$ cat src/rtl/alu_div_seq_if.sv
// ALU operand/control/result bundle between alu_div_seq (master) and the
// shared execute-stage ALU (slave).
interface alu_div_seq_if;
    logic [15:0] alu_A;
    logic [15:0] alu_B;
    logic        alu_Cin;
    logic [2:0]  alu_Op;
    logic        alu_invA;
    logic        alu_invB;
    logic        alu_sign;
    logic [15:0] alu_Out;
    logic        alu_Cout;

    modport master (
        output alu_A, alu_B, alu_Cin, alu_Op, alu_invA, alu_invB, alu_sign,
        input  alu_Out, alu_Cout
    );

    modport slave (
        input  alu_A, alu_B, alu_Cin, alu_Op, alu_invA, alu_invB, alu_sign,
        output alu_Out, alu_Cout
    );
endinterface

$ cat src/rtl/alu_div_seq.sv
// Restoring 16-bit divider, one quotient bit per cycle, using an external ALU.
// Define SIGNED_DIV_EN to honour signed_op (adds NEG_A/NEG_B/FIX_Q/FIX_R).
module alu_div_seq (
    input  logic          clk,
    input  logic          rst,
    input  logic          start,
    input  logic [15:0]   dividend,
    input  logic [15:0]   divisor,
    input  logic          signed_op,
    output logic          busy,
    output logic          done,
    output logic [15:0]   quotient,
    output logic [15:0]   remainder,
    output logic          div_by_zero,
    alu_div_seq_if.master alu
);

`ifdef SIGNED_DIV_EN
    typedef enum logic [2:0] {
        IDLE  = 3'd0,
        NEG_A = 3'd1,
        NEG_B = 3'd2,
        ITER  = 3'd3,
        FIX_Q = 3'd4,
        FIX_R = 3'd5,
        DONE  = 3'd6
    } state_t;
`else
    typedef enum logic [2:0] {
        IDLE = 3'd0,
        ITER = 3'd3,
        DONE = 3'd6
    } state_t;
`endif

    state_t      state_r, state_nxt_s;
    logic [15:0] r_r, r_nxt_s;
    logic [15:0] q_r, q_nxt_s;
    logic [15:0] d_r, d_nxt_s;
    logic [3:0]  count_r, count_nxt_s;
    logic        dz_r, dz_nxt_s;
    logic [15:0] shifted_s;
    logic        busy_r, done_r, dbz_out_r;
    logic [15:0] quotient_r, remainder_r;

`ifdef SIGNED_DIV_EN
    logic        signed_run_r, signed_run_nxt_s;
    logic        neg_r_r, neg_r_nxt_s;
    logic        neg_q_r, neg_q_nxt_s;
`else
    logic        unused_signed_s;
    assign unused_signed_s = signed_op;
`endif

    // Partial remainder shifted left with the next dividend bit entering at the bottom.
    assign shifted_s = {r_r[14:0], q_r[15]};

    // ALU drive decoded from registered state only, keeping the ALU path acyclic.
    always_comb begin
        alu.alu_A    = 16'h0000;
        alu.alu_B    = 16'h0000;
        alu.alu_Cin  = 1'b0;
        alu.alu_invA = 1'b0;
        alu.alu_invB = 1'b0;
        alu.alu_sign = 1'b0;
        alu.alu_Op   = 3'b100;
        case (state_r)
            ITER: begin
                alu.alu_A    = shifted_s;
                alu.alu_B    = d_r;
                alu.alu_invB = 1'b1;
                alu.alu_Cin  = 1'b1;
            end
`ifdef SIGNED_DIV_EN
            NEG_A, FIX_Q: begin
                alu.alu_A    = q_r;
                alu.alu_invA = 1'b1;
                alu.alu_Cin  = 1'b1;
                alu.alu_sign = 1'b1;
            end
            NEG_B: begin
                alu.alu_A    = d_r;
                alu.alu_invA = 1'b1;
                alu.alu_Cin  = 1'b1;
                alu.alu_sign = 1'b1;
            end
            FIX_R: begin
                alu.alu_A    = r_r;
                alu.alu_invA = 1'b1;
                alu.alu_Cin  = 1'b1;
                alu.alu_sign = 1'b1;
            end
`endif
            default: begin
                alu.alu_A = 16'h0000;
            end
        endcase
    end

    // Next-state and datapath update, consuming the ALU result in the same cycle.
    always_comb begin
        state_nxt_s = state_r;
        r_nxt_s     = r_r;
        q_nxt_s     = q_r;
        d_nxt_s     = d_r;
        count_nxt_s = count_r;
        dz_nxt_s    = dz_r;
`ifdef SIGNED_DIV_EN
        signed_run_nxt_s = signed_run_r;
        neg_r_nxt_s      = neg_r_r;
        neg_q_nxt_s      = neg_q_r;
`endif
        case (state_r)
            IDLE: begin
                if (start) begin
                    d_nxt_s     = divisor;
                    count_nxt_s = 4'd0;
`ifdef SIGNED_DIV_EN
                    signed_run_nxt_s = signed_op;
                    neg_r_nxt_s      = signed_op & dividend[15];
                    neg_q_nxt_s      = signed_op & (dividend[15] ^ divisor[15]);
`endif
                    if (divisor == 16'h0000) begin
                        q_nxt_s     = 16'hFFFF;
                        r_nxt_s     = dividend;
                        dz_nxt_s    = 1'b1;
                        state_nxt_s = DONE;
                    end else begin
                        q_nxt_s  = dividend;
                        r_nxt_s  = 16'h0000;
                        dz_nxt_s = 1'b0;
`ifdef SIGNED_DIV_EN
                        if (signed_op) begin
                            state_nxt_s = NEG_A;
                        end else begin
                            state_nxt_s = ITER;
                        end
`else
                        state_nxt_s = ITER;
`endif
                    end
                end else begin
                    state_nxt_s = IDLE;
                end
            end
`ifdef SIGNED_DIV_EN
            NEG_A: begin
                if (q_r[15]) begin
                    q_nxt_s = alu.alu_Out;
                end else begin
                    q_nxt_s = q_r;
                end
                state_nxt_s = NEG_B;
            end
            NEG_B: begin
                if (d_r[15]) begin
                    d_nxt_s = alu.alu_Out;
                end else begin
                    d_nxt_s = d_r;
                end
                state_nxt_s = ITER;
            end
`endif
            ITER: begin
                // Bit shifted out of R means the 17-bit value certainly exceeds D.
                if (r_r[15] | alu.alu_Cout) begin
                    r_nxt_s = alu.alu_Out;
                    q_nxt_s = {q_r[14:0], 1'b1};
                end else begin
                    r_nxt_s = shifted_s;
                    q_nxt_s = {q_r[14:0], 1'b0};
                end
                count_nxt_s = count_r + 4'd1;
                if (count_r == 4'd15) begin
`ifdef SIGNED_DIV_EN
                    if (signed_run_r) begin
                        state_nxt_s = FIX_Q;
                    end else begin
                        state_nxt_s = DONE;
                    end
`else
                    state_nxt_s = DONE;
`endif
                end else begin
                    state_nxt_s = ITER;
                end
            end
`ifdef SIGNED_DIV_EN
            FIX_Q: begin
                if (neg_q_r) begin
                    q_nxt_s = alu.alu_Out;
                end else begin
                    q_nxt_s = q_r;
                end
                state_nxt_s = FIX_R;
            end
            FIX_R: begin
                if (neg_r_r) begin
                    r_nxt_s = alu.alu_Out;
                end else begin
                    r_nxt_s = r_r;
                end
                state_nxt_s = DONE;
            end
`endif
            DONE: begin
                state_nxt_s = IDLE;
            end
            default: begin
                state_nxt_s = IDLE;
            end
        endcase
    end

    // State and working registers.
    always_ff @(posedge clk) begin
        if (rst) begin
            state_r <= IDLE;
            r_r     <= 16'h0000;
            q_r     <= 16'h0000;
            d_r     <= 16'h0000;
            count_r <= 4'd0;
            dz_r    <= 1'b0;
`ifdef SIGNED_DIV_EN
            signed_run_r <= 1'b0;
            neg_r_r      <= 1'b0;
            neg_q_r      <= 1'b0;
`endif
        end else begin
            state_r <= state_nxt_s;
            r_r     <= r_nxt_s;
            q_r     <= q_nxt_s;
            d_r     <= d_nxt_s;
            count_r <= count_nxt_s;
            dz_r    <= dz_nxt_s;
`ifdef SIGNED_DIV_EN
            signed_run_r <= signed_run_nxt_s;
            neg_r_r      <= neg_r_nxt_s;
            neg_q_r      <= neg_q_nxt_s;
`endif
        end
    end

    // Registered status and result outputs; results load on entry to DONE.
    always_ff @(posedge clk) begin
        if (rst) begin
            busy_r      <= 1'b0;
            done_r      <= 1'b0;
            quotient_r  <= 16'h0000;
            remainder_r <= 16'h0000;
            dbz_out_r   <= 1'b0;
        end else begin
            busy_r <= (state_nxt_s != IDLE);
            done_r <= (state_nxt_s == DONE);
            if (state_nxt_s == DONE) begin
                quotient_r  <= q_nxt_s;
                remainder_r <= r_nxt_s;
                dbz_out_r   <= dz_nxt_s;
            end else begin
                quotient_r  <= quotient_r;
                remainder_r <= remainder_r;
                dbz_out_r   <= dbz_out_r;
            end
        end
    end

    assign busy        = busy_r;
    assign done        = done_r;
    assign quotient    = quotient_r;
    assign remainder   = remainder_r;
    assign div_by_zero = dbz_out_r;

endmodule
$ cat src/flat_wrapper.sv
// flat-port wrapper written by rule: the top's interface ports become plain ports
module alu_div_seq_flat 
  (clk, rst, start, dividend, divisor, signed_op, busy, done, quotient, remainder, div_by_zero, alu_alu_A, alu_alu_B, alu_alu_Cin, alu_alu_Op, alu_alu_invA, alu_alu_invB, alu_alu_sign, alu_alu_Out, alu_alu_Cout);
  alu_div_seq_if alu_i ();
  input  logic clk;
  input  logic rst;
  input  logic start;
  input  logic [15:0] dividend;
  input  logic [15:0] divisor;
  input  logic signed_op;
  output logic busy;
  output logic done;
  output logic [15:0] quotient;
  output logic [15:0] remainder;
  output logic div_by_zero;
  output wire logic [$bits(alu_i.alu_A)-1:0] alu_alu_A;
  output wire logic [$bits(alu_i.alu_B)-1:0] alu_alu_B;
  output wire logic [$bits(alu_i.alu_Cin)-1:0] alu_alu_Cin;
  output wire logic [$bits(alu_i.alu_Op)-1:0] alu_alu_Op;
  output wire logic [$bits(alu_i.alu_invA)-1:0] alu_alu_invA;
  output wire logic [$bits(alu_i.alu_invB)-1:0] alu_alu_invB;
  output wire logic [$bits(alu_i.alu_sign)-1:0] alu_alu_sign;
  input wire logic [$bits(alu_i.alu_Out)-1:0] alu_alu_Out;
  input wire logic [$bits(alu_i.alu_Cout)-1:0] alu_alu_Cout;
  assign alu_alu_A = alu_i.alu_A;
  assign alu_alu_B = alu_i.alu_B;
  assign alu_alu_Cin = alu_i.alu_Cin;
  assign alu_alu_Op = alu_i.alu_Op;
  assign alu_alu_invA = alu_i.alu_invA;
  assign alu_alu_invB = alu_i.alu_invB;
  assign alu_alu_sign = alu_i.alu_sign;
  assign alu_i.alu_Out = alu_alu_Out;
  assign alu_i.alu_Cout = alu_alu_Cout;
  alu_div_seq u_core (.clk(clk), .rst(rst), .start(start), .dividend(dividend), .divisor(divisor), .signed_op(signed_op), .busy(busy), .done(done), .quotient(quotient), .remainder(remainder), .div_by_zero(div_by_zero), .alu(alu_i));
endmodule
$ cat config.mk
export PLATFORM = sky130hd
export DESIGN_NAME = alu_div_seq_flat
export DESIGN_NICKNAME = d
export VERILOG_FILES = /design/src/rtl/alu_div_seq_if.sv /design/src/rtl/alu_div_seq.sv /design/src/flat_wrapper.sv
export SDC_FILE = /design/constraint.sdc
export NUM_CORES = 1
export LEC_CHECK = 0
export ABC_AREA = 1
export BUFFER_PORTS_ARGS = -buffer_cell sky130_fd_sc_hd__buf_4
export CORE_MARGIN = 1.5
export CORE_UTILIZATION = 50
export DETAILED_ROUTE_END_ITERATION = 8
export GPL_ROUTABILITY_DRIVEN = 0
export HOLD_SLACK_MARGIN = 0.15
export PLACE_DENSITY = 0.76
export SKIP_LAST_GASP = 1
export SYNTH_ARGS = -nofsm -noshare
export SYNTH_HDL_FRONTEND = slang
export SYNTH_SLANG_ARGS = --single-unit
$ cat constraint.sdc
create_clock -name clk -period 2.1 [get_ports clk]
set_input_delay 0.42 -clock clk [delete_from_list [all_inputs] [get_ports clk]]
set_output_delay 0.42 -clock clk [all_outputs]
set_load 0.02 [all_outputs]
==> flow_summary.json, run 1 <==
{
  "diodes": 0,
  "slew_headroom": 0.643,
  "hold_viol": 0,
  "rows": 34,
  "synth_fa_ha_area_frac": 0.00278,
  "critPathRequiredTime_ns": 1.68,
  "drtIter0Drc": 216,
  "rsz0062_at_grt": "false",
  "clock_latency_ns": 0.36,
  "cp-end-kind": "output port",
  "finClkSkew_ns": 0.0113,
  "synth_top_family_by_area": "simple AND/OR/NAND/NOR gates",
  "layout_commonest_cell": "nand2_1",
  "met3WireLength_um": 656,
  "synth-xor-area-share": 0,
  "dp_cells": 904,
  "nFillCells": 823,
  "period_share": 0.901,
  "ioPinCount": 127,
  "antenna_found_initial": 0,
  "synth_seq_cells": 91,
  "clkSlewWorstSetupHoldPaths_ns": 0.10,
  "leakage_nw": 2.82,
  "postSynthAreaPerCell_um2": 6.45,
  "worstHoldPathType": "primary input to flop",
  "yosys_warnings": 0,
  "cp-start-kind": "flop",
  "ant_nets": 0,
  "die_area_um2": 9570,
  "wl_um": 12000,
  "ys_seq_area_frac": 0.405,
  "clockRootBuffer": "clkbuf_8",
  "top_layer": "met4",
  "syn2layout_area_growth_pct": 27.6,
  "grt_overflow": 0,
  "portBuffers": 120,
  "worst_pin_slew_ns": 0.535,
  "setup_tns_ns": 0,
  "route.met2.wl_um": 5590,
  "grt_pass1_vias": 4338,
  "die_w_um": 97.8,
  "fin_area_um2": 5740,
  "max_clock_freq_mhz": 528,
  "clock-sinks": 91,
  "synth_compound_area_frac": 0.177,
  "power_mw": 3.77,
  "placedInstanceArea_um2": 5460,
  "dp_hpwl_um": 8580,
  "instances_no_fill": 921,
  "yosys.area_share.simple": 0.265,
  "grt_max_degree": 39,
  "cts_buffers": 9,
  "fin_nets": 863,
  "netlist_instances": 697,
  "drc": 2,
  "postCtsHoldBufs": 0,
  "violations": "DRC",
  "drt_pass1_iterations": 6,
  "r2r_slack_ns": 0.35,
  "start_util": 0.515,
  "cellPowerDensity_nw_per_um2": 657,
  "synth_area_um2": 4490,
  "final_cell_mix": "nand2_1, buf_4, inv_1",
  "coreArea_um2": 8720,
  "period_minus_slack_ns": 1.89,
  "drive_gt1_frac": 0.210,
  "grt_pass1_wl_um": 19600,
  "cts_tree": "yes",
  "post_drt_wl_per_cell_um": 13.0,
  "drv_slew": 0,
  "crit_path_max_fanout": 17,
  "finalSetupViolCount": 0,
  "synth_cell_types": 26,
  "crit_type": "flop to output port",
  "clk_path_buf_depth": 2,
  "via_per_inst": 5.04,
  "status": "finished with violations",
  "cts_max_level": 3,
  "grt_usage": 0.247,
  "maxCapViolCount": 0,
  "peakVddDrop_v": 0.000426,
  "cp.arrival_ns": 1.47,
  "m1WireLength_um": 5480,
  "die_y_um": 97.8,
  "vias": 4643,
  "synthMuxAreaShare": 0
}
[worst max-delay path: stages (launching register included)]
cell and delay, ns:
dfxtp_1 0.44, nand3_4 0.13, buf_4 0.23, nor2_1 0.15, buf_4 0.16
[worst paths after layout]
check,startpoint,to,cells past startpoint
max,u_core.state_r[1],alu_alu_A[14],4
min reg2reg,u_core.d_r[13],u_core.d_r[13],2
max reg2reg,u_core.state_r[1],u_core.quotient[4],8
min,dividend[4],u_core.r_r[4],3
[stage by stage]
step / utilization / setup slack (ns) / hold slack [ns]
CTS: 0.656 / 0.0864 / 0.337
finish: 0.658 / 0.208 / 0.350
detailed placement: 0.627 / 0.254 / 0.444
floorplan: - / 0.425 / 0.430
global route: 0.658 / 0.140 / 0.354
global placement: 0.627 / 0.308 / 0.437
[what timing repair did]
action | CTS | global route
pin swaps | 0 | 1
setup buffers | 0 | 2
endpoints found under the setup margin | 9 | 1
resized for setup | 1 | 0
[layout make-up]
class,count,area [um^2],area share
Inverter,121,454,0.0792
Multi-Input combinational cell,446,2020,0.353
Tap cell,108,135,0.0236
Timing Repair Buffer,140,1050,0.183
Clock buffer,11,151,0.0264
Clock inverter,4,97.6,0.0170
Sequential cell,91,1820,0.318
[cell families after synthesis]
family,count (synthesis)
flops,91
buf+inv,163
compound gates,155
fa+ha+maj,1
other cells,2
simple gates,285
[report_power, final]
group | leakage (nW) | internal, mW | switching (mW)
clock network | 0.122 | 0.850 | 0.620
logic | 1.96 | 0.186 | 0.300
registers | 0.741 | 1.79 | 0.0228
[cells in the mapped netlist]
library cell | instances | area share
a21oi_1 | 72 | 0.080
nand2_4 | 2 | 0.0050
buf_2 | 8 | 0.0089
buf_4 | 10 | 0.017
nand4_1 | 2 | 0.0028
nor2_4 | 2 | 0.0050
nand3_1 | 35 | 0.039
or2_2 | 1 | 0.0014
nor2_1 | 76 | 0.063
inv_2 | 3 | 0.0025
buf_6 | 1 | 0.0025
o21ai_0 | 54 | 0.060
ha_1 | 1 | 0.0028
nand2_2 | 2 | 0.0028
nor2_2 | 3 | 0.0042
inv_1 | 116 | 0.097
clkinv_1 | 2 | 0.0017
buf_1 | 4 | 0.0033
dfxtp_1 | 91 | 0.41
nand2_1 | 159 | 0.13
conb_1 | 2 | 0.0017
o22ai_1 | 16 | 0.022
nand3_2 | 2 | 0.0045
o21ai_1 | 13 | 0.014
nand3_4 | 1 | 0.0039
clkbuf_1 | 19 | 0.016
[registers in the layout (all words and copies together), names as in the netlist]
| register | cells |
|---|---|
| u_core.state_r | 3 |
| u_core.dz_r | 1 |
| u_core.count_r | 4 |
| u_core.busy | 1 |
| u_core.remainder | 16 |
| u_core.r_r | 16 |
| u_core.div_by_zero | 1 |
| u_core.quotient | 16 |
| u_core.q_r | 16 |
| u_core.d_r | 16 |
| u_core.done | 1 |
[layer usage]
metal  up-vias  track usage
li1       2372            -
met1      2093        0.327
met2       159        0.406
met3        19       0.0379
met4         0        0.102
met5         -            0
Power figures use the tool's default switching activity.
==> inputs of run 2 (changes only) <==
==> constraint.sdc (replaced) <==
create_clock -name clk -period 2.42 [get_ports clk]
set_input_delay 0.484 -clock clk [delete_from_list [all_inputs] [get_ports clk]]
set_output_delay 0.484 -clock clk [all_outputs]
set_load 0.02 [all_outputs]
==> run 2 against run 1 <==
Net effect:
- the run now ends clean
- critical endpoint unchanged
- first-iteration DRC count grew 28%
- non-clock buffer count shrank 9
- die area is the same
- critical path type unchanged
==> flow_summary.json, run 2 (same netlist as run 1, synthesis figures left out) <==
{
  "reg2reg_to": "u_core.remainder[4]",
  "power_mw": 2.97,
  "drv_slew": 0,
  "crit_type": "flop to output port",
  "hold_viol": 0,
  "clock-sinks": 91,
  "clkSlewWorstSetupHoldPaths_ns": 0.10,
  "path_delay_family": "buffers and inverters",
  "crit_path_max_fanout": 29,
  "cts_resized": 0,
  "postCtsHoldBufs": 0,
  "portBuffers": 120,
  "coreArea_um2": 8720,
  "grt_pass1_wl_um": 19800,
  "hold_path_startpoint": "divisor[1]",
  "period_minus_slack_ns": 1.94,
  "cts_buffers": 9,
  "clk_path_buf_depth": 2,
  "die_y_um": 97.8,
  "multi_input_area_um2": 2020,
  "slowest_delay_ns": 0.41,
  "peakVddDrop_v": 0.000376,
  "path_common_cell": "buf_4",
  "rows": 34,
  "cp_cell_sequence": "nand3_2 > buf_4 > nor2_1 > buf_4",
  "finalSetupViolCount": 0,
  "final_cell_mix": "nand2_1, buf_4, inv_1",
  "ant_nets": 0,
  "wl_um": 12100,
  "fin_nets": 854,
  "drc": 0,
  "critPathRequiredTime_ns": 1.94,
  "drive_gt1_frac": 0.202,
  "slew_headroom": 0.553,
  "holdPathEnd": "u_core.d_r[1]",
  "cts_tree": "yes",
  "die_area_um2": 9570,
  "antenna_found_initial": 0,
  "clock_latency_ns": 0.36,
  "cellPowerDensity_nw_per_um2": 530,
  "grt_usage": 0.252,
  "diodes": 0,
  "r2r-start": "u_core.state_r[2]",
  "max_clock_freq_mhz": 515,
  "syn2layout_area_growth_pct": 24.6,
  "grt_max_degree": 39,
  "drt_pass1_iterations": 5,
  "regArea_um2": 1820,
  "worst_path_max_delay_cell": "dfxtp_1",
  "cp-start-kind": "flop",
  "dp_hpwl_um": 8540,
  "vias": 4671,
  "setup_tns_ns": 0,
  "r2r_slack_ns": 0.50,
  "grt_pass1_vias": 4293,
  "post_drt_wl_per_cell_um": 13.3,
  "clockRootBuffer": "clkbuf_8",
  "postCtsSetupBuffers": 0,
  "leakage_nw": 2.75,
  "start_util": 0.515,
  "nFillCells": 836,
  "rsz0062_at_grt": "false",
  "ioPinCount": 127,
  "finClkSkew_ns": 0.0116,
  "layout_commonest_cell": "nand2_1",
  "cp-end-kind": "output port",
  "cp.arrival_ns": 1.46,
  "cts_max_level": 3,
  "worst_pin_slew_ns": 0.669,
  "status": "finished clean",
  "holdPathStages": 3,
  "drtIter0Drc": 277,
  "period_share": 0.803,
  "die_w_um": 97.8,
  "r2r_cells": 9,
  "worstHoldPathType": "primary input to flop",
  "grt_overflow": 0,
  "cp_num_buf_inv": 2,
  "via_per_inst": 5.12,
  "maxCapViolCount": 0
}
## run 2: cell types whose count changed in the layout (fill, tap and decap cells not counted)
cell        before  now
buf_4          140  131
clkinv_2         0    1
nand3_4          2    1
clkinv_4         0    2
nand3_2          1    2
clkinvlp_4       1    2
bufinv_16        3    0
## run 2: final cells by class
| class | instances | area share |
|---|---|---|
| Clock inverter | 5 | 0.00670 |
| Clock buffer | 11 | 0.0270 |
| Inverter | 121 | 0.0811 |
| Multi-Input combinational cell | 446 | 0.360 |
| Timing Repair Buffer | 131 | 0.176 |
| Tap cell | 108 | 0.0241 |
| Sequential cell | 91 | 0.325 |
## run 2: stage by stage
stage	instances	util	hold WS [ns]	worst slack, ns	area, um^2
after detailed placement	897	0.621	0.445	0.414	5410
after global routing	913	0.642	0.408	0.288	5600
final	913	0.642	0.416	0.477	5600
after floorplan	700	-	0.430	0.681	4510
after global placement	897	0.621	0.437	0.456	5410
after CTS	913	0.642	0.410	0.470	5600
## run 2: power breakdown
group	total [mW]	internal, mW	switching (mW)
Clock	0.982	0.432	0.551
Combinational	0.411	0.152	0.259
Sequential	1.58	1.55	0.0220
Total	2.97	2.14	0.831
## run 2: layer usage
metal	GRT usage	routed length (um)	up-vias
met1	0.332	5380	2098
met5	0	0	-
met2	0.421	5620	194
met4	0.0890	252	0
met3	0.0422	857	20
li1	-	-	2359
## run 2: worst reg2reg max path, delay by kind of cell, from the launching register on
kind | cells | cell delay [ns]
buffers and inverters | 3 | 0.45
AO/OA/AOI/OAI | 1 | 0.34
AND/OR/NAND/NOR | 5 | 0.75
flip-flops | 1 | 0.33
## run 2: worst max-delay path by stage
stage	start	end	slack (ns)	depth (start not counted)
final	u_core.state_r[1]	alu_alu_A[14]	0.48	4
after floorplan	u_core.state_r[0]	alu_alu_A[10]	0.68	4
after global routing	u_core.state_r[2]	u_core.remainder[3]	0.29	9
after CTS	u_core.state_r[1]	alu_alu_A[14]	0.47	4
after detailed placement	divisor[2]	u_core.quotient[1]	0.41	10
after global placement	divisor[4]	u_core.quotient[1]	0.46	10
